--- config.mk ---
export PLATFORM = sky130hd
export DESIGN_NAME = mem_access_unit
export DESIGN_NICKNAME = d
export VERILOG_FILES = /design/src/rtl/mem_access_unit.sv
export SDC_FILE = /design/constraint.sdc
export NUM_CORES = 1
export LEC_CHECK = 0
export ABC_AREA = 0
export CELL_PAD_IN_SITES_DETAIL_PLACEMENT = 0
export CELL_PAD_IN_SITES_GLOBAL_PLACEMENT = 1
export CORE_ASPECT_RATIO = 0.8
export CORE_MARGIN = 1.5
export CORE_UTILIZATION = 29
export DETAILED_ROUTE_END_ITERATION = 16
export GPL_TIMING_DRIVEN = 0
export PLACE_DENSITY_LB_ADDON = 0.1
export SLEW_MARGIN = 0
export SYNTH_ARGS = -nofsm -noshare
export SYNTH_HDL_FRONTEND = slang
export SYNTH_SLANG_ARGS = --single-unit
--- constraint.sdc ---
create_clock -name i_clock -period 1.86 [get_ports i_clock]
set_clock_uncertainty 0.15 [all_clocks]
set_input_delay 0.186 -clock i_clock [delete_from_list [all_inputs] [get_ports i_clock]]
set_output_delay 0.186 -clock i_clock [all_outputs]
set_load 0.01 [all_outputs]
--- src/rtl/mem_access_unit.sv ---
// mem_access_unit: MEM-stage load/store unit for a word-wide data memory.
// Sub-word stores use a two-cycle read-modify-write; loads are extended one cycle after the read.
module mem_access_unit #(
  parameter int NB_ADDR = 5,
  parameter int NB_DATA = 32
) (
  input  logic                 i_clock,
  input  logic                 i_reset_n,
  input  logic                 i_valid,
  input  logic                 i_mem_read,
  input  logic                 i_mem_write,
  input  logic [NB_ADDR+1:0]   i_byte_addr,
  input  logic [1:0]           i_size,
  input  logic                 i_unsigned,
  input  logic [NB_DATA-1:0]   i_store_data,
  output logic                 o_stall,
  output logic [NB_DATA-1:0]   o_load_data,
  output logic                 o_load_valid,
  output logic                 o_misaligned,
  output logic                 o_mem_enable,
  output logic                 o_mem_read,
  output logic                 o_mem_write,
  output logic [NB_ADDR-1:0]   o_mem_address,
  output logic [NB_DATA-1:0]   o_mem_write_data,
  input  logic [NB_DATA-1:0]   i_mem_read_data
);
  typedef enum logic [1:0] {IDLE, LOAD_WAIT, RMW_WAIT} state_t;

  state_t             r_state;
  logic [1:0]         r_off;
  logic [1:0]         r_size;
  logic               r_unsigned;
  logic [NB_ADDR-1:0] r_addr;
  logic [NB_DATA-1:0] r_store_data;
  logic [NB_DATA-1:0] r_load_data;
  logic               r_load_valid;
  logic               r_misaligned;

  logic               w_req;
  logic               w_illegal;
  logic               w_acc;
  logic               w_rd;
  logic               w_sw;
  logic               w_sub;
  logic               w_act;
  logic               w_rmw;
  logic [NB_ADDR-1:0] w_word;
  logic [4:0]         w_shift;
  logic [NB_DATA-1:0] w_mask;
  logic [NB_DATA-1:0] w_merged;
  logic [7:0]         w_byte;
  logic [15:0]        w_half;
  logic [NB_DATA-1:0] w_ext;

  assign w_word    = i_byte_addr[NB_ADDR+1:2];
  assign w_req     = i_reset_n && i_valid && (i_mem_read || i_mem_write) && r_state == IDLE;
  assign w_illegal = (i_size == 2'b10) || (i_size == 2'b01 && i_byte_addr[0])
                     || (i_size == 2'b11 && i_byte_addr[1:0] != 2'b00);
  assign w_acc     = w_req && !w_illegal;
  // write wins when both read and write are requested
  assign w_rd      = w_acc && !i_mem_write;
  assign w_sw      = w_acc && i_mem_write && i_size == 2'b11;
  assign w_sub     = w_acc && i_mem_write && i_size != 2'b11;
  assign w_act     = w_rd || w_sw || w_sub;
  assign w_rmw     = r_state == RMW_WAIT;

  assign w_shift   = {r_off, 3'b000};
  assign w_mask    = (r_size == 2'b00 ? 32'h0000_00FF : 32'h0000_FFFF) << w_shift;
  assign w_merged  = (i_mem_read_data & ~w_mask) | ((r_store_data << w_shift) & w_mask);

  assign w_byte    = 8'(i_mem_read_data >> w_shift);
  assign w_half    = r_off[1] ? i_mem_read_data[31:16] : i_mem_read_data[15:0];
  assign w_ext     = r_size == 2'b00 ? (r_unsigned ? {24'd0, w_byte} : {{24{w_byte[7]}}, w_byte})
                   : r_size == 2'b01 ? (r_unsigned ? {16'd0, w_half} : {{16{w_half[15]}}, w_half})
                   : i_mem_read_data;

  assign o_stall          = r_state != IDLE || w_rd || w_sub;
  assign o_mem_enable     = w_act || w_rmw;
  assign o_mem_read       = w_rd || w_sub;
  assign o_mem_write      = w_sw || w_rmw;
  assign o_mem_address    = w_rmw ? r_addr : w_act ? w_word : '0;
  assign o_mem_write_data = w_rmw ? w_merged : w_sw ? i_store_data : '0;
  assign o_load_data      = r_load_data;
  assign o_load_valid     = r_load_valid;
  assign o_misaligned     = r_misaligned;

  always_ff @(posedge i_clock or negedge i_reset_n) begin
    if (!i_reset_n) begin
      r_state      <= IDLE;
      r_off        <= '0;
      r_size       <= '0;
      r_unsigned   <= 1'b0;
      r_addr       <= '0;
      r_store_data <= '0;
      r_load_data  <= '0;
      r_load_valid <= 1'b0;
      r_misaligned <= 1'b0;
    end else begin
      r_load_valid <= r_state == LOAD_WAIT;
      r_misaligned <= w_req && w_illegal;
      case (r_state)
        IDLE: begin
          if (w_rd || w_sub) begin
            r_off        <= i_byte_addr[1:0];
            r_size       <= i_size;
            r_unsigned   <= i_unsigned;
            r_addr       <= w_word;
            r_store_data <= i_store_data;
            r_state      <= w_rd ? LOAD_WAIT : RMW_WAIT;
          end
        end
        LOAD_WAIT: begin
          r_load_data <= w_ext;
          r_state     <= IDLE;
        end
        default: r_state <= IDLE;
      endcase
    end
  end
endmodule

* After elaboration in Yosys (flattened, before gate mapping)
Index checks and enable logic that the tools add are counted.
** Operators by class
- Add/sub/neg operators :: 0
- Multipliers :: 0
- Divide/modulo/power cells :: 0
- Magnitude comparators :: 0
- Equal/unequal tests :: 8
- Shift-type cells :: 3
- Muxes and demuxes :: 13
- Bitwise gates (word level) :: 4
- Reductions and logical operators :: 28
** Operators with widths (number)
- 32-bit 2-to-1 mux :: 6
- 32-bit AND :: 2
- 16-bit 2-to-1 mux :: 2
- 32-bit inverter :: 1
- 32-bit bitwise OR :: 1
- 16-bit by 5-bit left shift with 32-bit output :: 1
- 32-bit by 5-bit left shift with 32-bit output :: 1
- 32-bit by 5-bit right shift with 8-bit output :: 1
- 1-bit logical AND :: 11
- 1-bit logical OR :: 10
- 5-bit 2-to-1 mux :: 2
- 2-bit by 1-bit == test with 1-bit output (second input constant) :: 3
- 2-bit == test (second input constant) :: 3
- 2-bit 2-to-1 mux :: 3
- 2-bit zero test :: 2
- 2-bit inequality test (second input constant) :: 2
- 2-bit nonzero test :: 2
- 1-bit zero test :: 2
- 2-bit AND reduction :: 1
** Word-level totals
- Bits in registers :: 78
- Latch bits :: 0
- Bits in writable memories :: 0
- Memory bits (read-only) :: 0
- Input port bits :: 79
- Output and inout bits :: 75
- Logic and storage cells :: 65
- Memories :: 0

* Depth between registers and ports, before layout
Gate-level depths: netlist of run 1.
- Depth in word-level cells :: 12
- Mapped depth :: 7

* Least setup slack after synthesis of run 1
OpenSTA, ideal clock, no wires.
- Path type :: register -> output
- Start :: register r_state[0]
- End :: output o_mem_write_data[12]
- Arrival :: 1.853 ns
- Slack :: -0.329 ns
- Cell stages (with the launch flop) :: 6
- Buffers on the path :: 1
- Cells stage by stage :: dfrtp_1 nand4bb_1 a2111oi_4 a21oi_1 buf_2 a21oi_1
** Between the ends
- Word-level cells in the longest chain between the ends :: 7
- Elaborated cells between the ends (all ways) :: 8
** RTL lines
- from (decl) :: RTL line 29 : state_t r_state;
- from (signal assigned) :: RTL line 109 : r_state <= w_rd ? LOAD_WAIT : RMW_WAIT;
- 2-bit zero test :: RTL line 56 : assign w_req = i_reset_n && i_valid && (i_mem_read || i_mem_write) && r_state == IDLE;
- 1-bit logical AND :: RTL line 56
- 1-bit logical AND :: RTL line 59 : assign w_acc = w_req && !w_illegal;
- 1-bit logical AND (2 in a row) :: RTL line 62 : assign w_sw = w_acc && i_mem_write && i_size == 2'b11;
- 32-bit 2-to-1 mux :: RTL line 82 : assign o_mem_write_data = w_rmw ? w_merged : w_sw ? i_store_data : '0;
- 32-bit 2-to-1 mux (*) :: RTL line 82
- to (decl) :: RTL line 24 : output logic [NB_DATA-1:0] o_mem_write_data,
Mark *: on every way between the ends. The rest lies on a longest branch, timed or not.

* Final worst setup path of run 1
- Start :: register r_state[1]
- End :: output o_mem_write_data[0]
Same word-level chain as after synthesis.

==> results.yml, run 1 <==
route:
  drtAntennaViolNets: 0
  drcViolationCount: 0
  vias: 4178
  wirelength_mm: 16.1
  drtIter0Drc: 228
  dr.pass1.iters: 5
  post_drt_wl_per_cell_um: 20.4
  post_drt_via_cell_ratio: 5.30
power_and_ir_drop:
  p_leak_nw: 2.84
  p_per_area_nw_per_um2: 970
  p_sw_mw: 2.23
  power_mw: 6.41
  p_clk_share_pct: 25.8
  ir_drop_mv: 0.499
  seq_power_share_pct: 32.9
  power.internal_mw: 4.17
  combPwrFrac_pct: 41.3
  p_sw_share_pct: 34.8
critical_path:
  critPathMaxFanout: 5
  crit_type: "reg2out"
  end_kind: "output port"
  worstSetupStartpointType: "register"
  r2r-start: "r_state[1]"
  r2r_cells: 7
  critPathArrivalTime_ns: 2.04
  cp-startpoint: "r_state[1]"
  required_ns: 1.52
timing:
  final-setup-viol-count: 67
  holdWs_ns: -0.308
  worst_slew_pin_slew_ns: 0.620
  fin_crit_ns: 2.38
  maxSlewViolCount: 0
  hold_viol_final: 62
  fin_crit_sh_pct: 128
  setup_ws_ns: -0.520
  fmax_mhz: 420
  timing.setup.tns_ns: -20.60
  rsz0062_at_grt: "yes"
  slew_headroom_pct: 58.7
finish:
  multi_input_area_um2: 2580
  diodes: 0
  drive_gt1_share_pct: 33.0
  synthToLayoutAreaGrowth_pct: 68.1
  final-seq-area_um2: 1550
  stdcell_area_um2: 6600
  fillers: 1259
  fin_util_pct: 50.6
  fin_nets: 687
outcome:
  outcome: "finished with violations"
  violations: "hold timing, setup timing"
die:
  die_w_um: 133
  fp.dieH_um: 107
  dieArea_um2: 14300
  core_region_area_um2: 13100
  start_util_pct: 30.1
  rows: 37
  ios: 154
job:
  maxCapViolations: 0
cts:
  cts_root_buffer: "clkbuf_16"
  clk_pin_slew_ns: 0.06
  cts_tree: "built"
  cts_buffer_depth: 2
  cts.sinks: 62
  cts_buffers: 9
  worstSkewPairLatency_ns: 0.33
  h-tree-depth: 3
logic_synthesis:
  synth.top_cell.area_share_pct: 39.5
  synth_simple_gate_area_share_pct: 15.9
  synth_area_leaders: "dfrtp_1 (39%), mux2_4 (6.5%), mux2i_1 (5.1%), a21oi_1 (4.8%), nand2_1 (4.5%)"
  synth-warning-count: 0
  synth_top_area_cell: "dfrtp_1"
  syn_avg_cell_area_um2: 9.20
  ys_seq_elements: 62
  synth_fp_nets: 506
  synthMostInstantiatedCell: "dfrtp_1"
  ys_seq_area_share_pct: 39.5
  yosys-mux-area-fraction_pct: 16.2
  syn_area_um2: 3930
  synth_edf_count: 0
  synth-main-ff-cell: "dfrtp_1"
  synth_top_family_by_area: "compound AO/OA/AOI/OAI gates"
  synthAdderAreaFrac_pct: 0
  synthArstFlopShare_pct: 100
  synth_compound_area_share_pct: 23.6
  synth_commonest_cells: "dfrtp_1 (62), nand2_1 (47), nor2_1 (42)"
  yosys.cell_types.count: 38
  syn_inst: 427
  synthXorXnorAreaFrac_pct: 0
hold_path:
  min-delay-path-class: "in2async"
grt:
  grt_first_pass_wirelength_mm: 24.7
  antenna_found_initial: 0
  grt-ovfl-total: 0
  grt_max_degree: 64
  first_global_vias: 4219
  grtUsageTotal_pct: 22.9
placement:
  numPortBuffers: 153
  gp_congestion: 0.901
  place_hpwl_mm: 11.9
  placed_area_um2: 5840
## metal layers
metal / global-route usage, % / vias up / part of all wire (%)
li1: - / 1932 / -
met1: 33.1 / 2065 / 48
met2: 34.5 / 162 / 44
met3: 4.54 / 19 / 5.6
met4: 7.07 / 0 / 2.0
met5: 0 / - / 0
## power by group through the flow
| stage | registers, mW | logic, mW | clock network [mW] |
|---|---|---|---|
| after floorplan | 2.12 | 1.22 | 0 |
| after global placement | 2.07 | 2.47 | 0 |
| after detailed placement | 2.08 | 2.49 | 0 |
| after CTS | 2.10 | 2.62 | 1.69 |
| after global routing | 2.15 | 2.85 | 1.74 |
| final | 2.10 | 2.65 | 1.65 |
## flip-flops by register name (all words and copies together), names as in the netlist, 2 cells and up
signal / count
r_off: 2
r_size: 2
o_load_data: 32
r_store_data: 16
r_state: 2
r_addr: 5
## logic make-up (layout without fill, tap and decap cells)
| kind of cell | after synthesis | count (layout) |
|---|---|---|
| and+or+nand+nor | 140 | 140 |
| AOI/OAI and AO/OA | 130 | 130 |
| DFF | 62 | 62 |
| muxes | 53 | 53 |
| buffers and inverters | 42 | 228 |
## area by class of cell
cell class                      count  share of cell area, %
Clock buffer                       12                   3.58
Sequential cell                    62                   23.5
Clock inverter                      4                  0.720
Buffer                             28                   3.98
Timing Repair Buffer              179                   25.5
Inverter                            5                  0.341
Tap cell                          175                   3.32
Multi-Input combinational cell    323                   39.1
## worst max-delay path: stages (launching register included)
cell and delay, ns:
dfrtp_1 0.39, nand4bb_4 0.24, a2111oi_4 0.23, buf_4 0.18
and2_4 0.19, buf_12 0.11, buf_8 0.11, o2bb2ai_2 0.11
buf_2 0.15
## cells in the final DEF (no fill, tap or decap), types with 3 or more instances in the layout
cell type	instances
buf_12	5
o221ai_1	14
clkbuf_16	11
nor2_4	3
nand2_1	46
a21o_1	8
nor2_1	37
clkbuf_8	3
buf_6	16
a22o_1	12
clkbuf_2	7
buf_8	4
mux2_4	23
clkbuf_1	6
a22oi_1	22
nand2b_1	3
a21oi_2	10
or2_2	3
nand3_1	29
mux2_2	10
o2bb2ai_1	5
clkdlybuf4s50_1	110
o21ai_0	10
mux2i_1	18
a21oi_1	19
buf_2	32
o2bb2ai_2	10
dfrtp_1	60
a21oi_4	9
clkbuf_4	5
buf_4	17
nor2b_1	3
## worst paths after layout
check                                       to  slack [ns]
min in group i_clock                 r_size[0]        0.27
min reg2reg                     o_load_data[2]        0.34
max in group asynchronous            r_size[0]        1.41
max reg2reg                    r_store_data[9]       -0.18
max                        o_mem_write_data[0]       -0.52
min                                  r_addr[3]       -0.31
## what timing repair did
item / in CTS / in global routing
hold endpoints to repair: 62 / 62
setup buffers: 23 / 1
resized for setup: 261 / 26
endpoints found under the setup margin: 98 / 98
pin swaps: 6 / 1
gates cloned: 3 / 1
## stage by stage
stage / hold WS (ns) / std cells / worst slack, ns
4_1_cts: -0.275 / 791 / -0.526
6_report: -0.308 / 788 / -0.520
3_3_place_gp: 0.327 / 755 / -3.55
5_1_grt: -0.262 / 788 / -0.600
2_1_floorplan: -0.260 / 427 / -0.149
3_5_place_dp: 0.212 / 755 / -1.45
Power figures use the tool's default switching activity.
==> run 2, diff against run 1 <==
Settings changed: GPL_ROUTABILITY_DRIVEN set to 0.
==> results of run 2 <==
No change in the layout: final DEF, timing and power equal those of run 1.
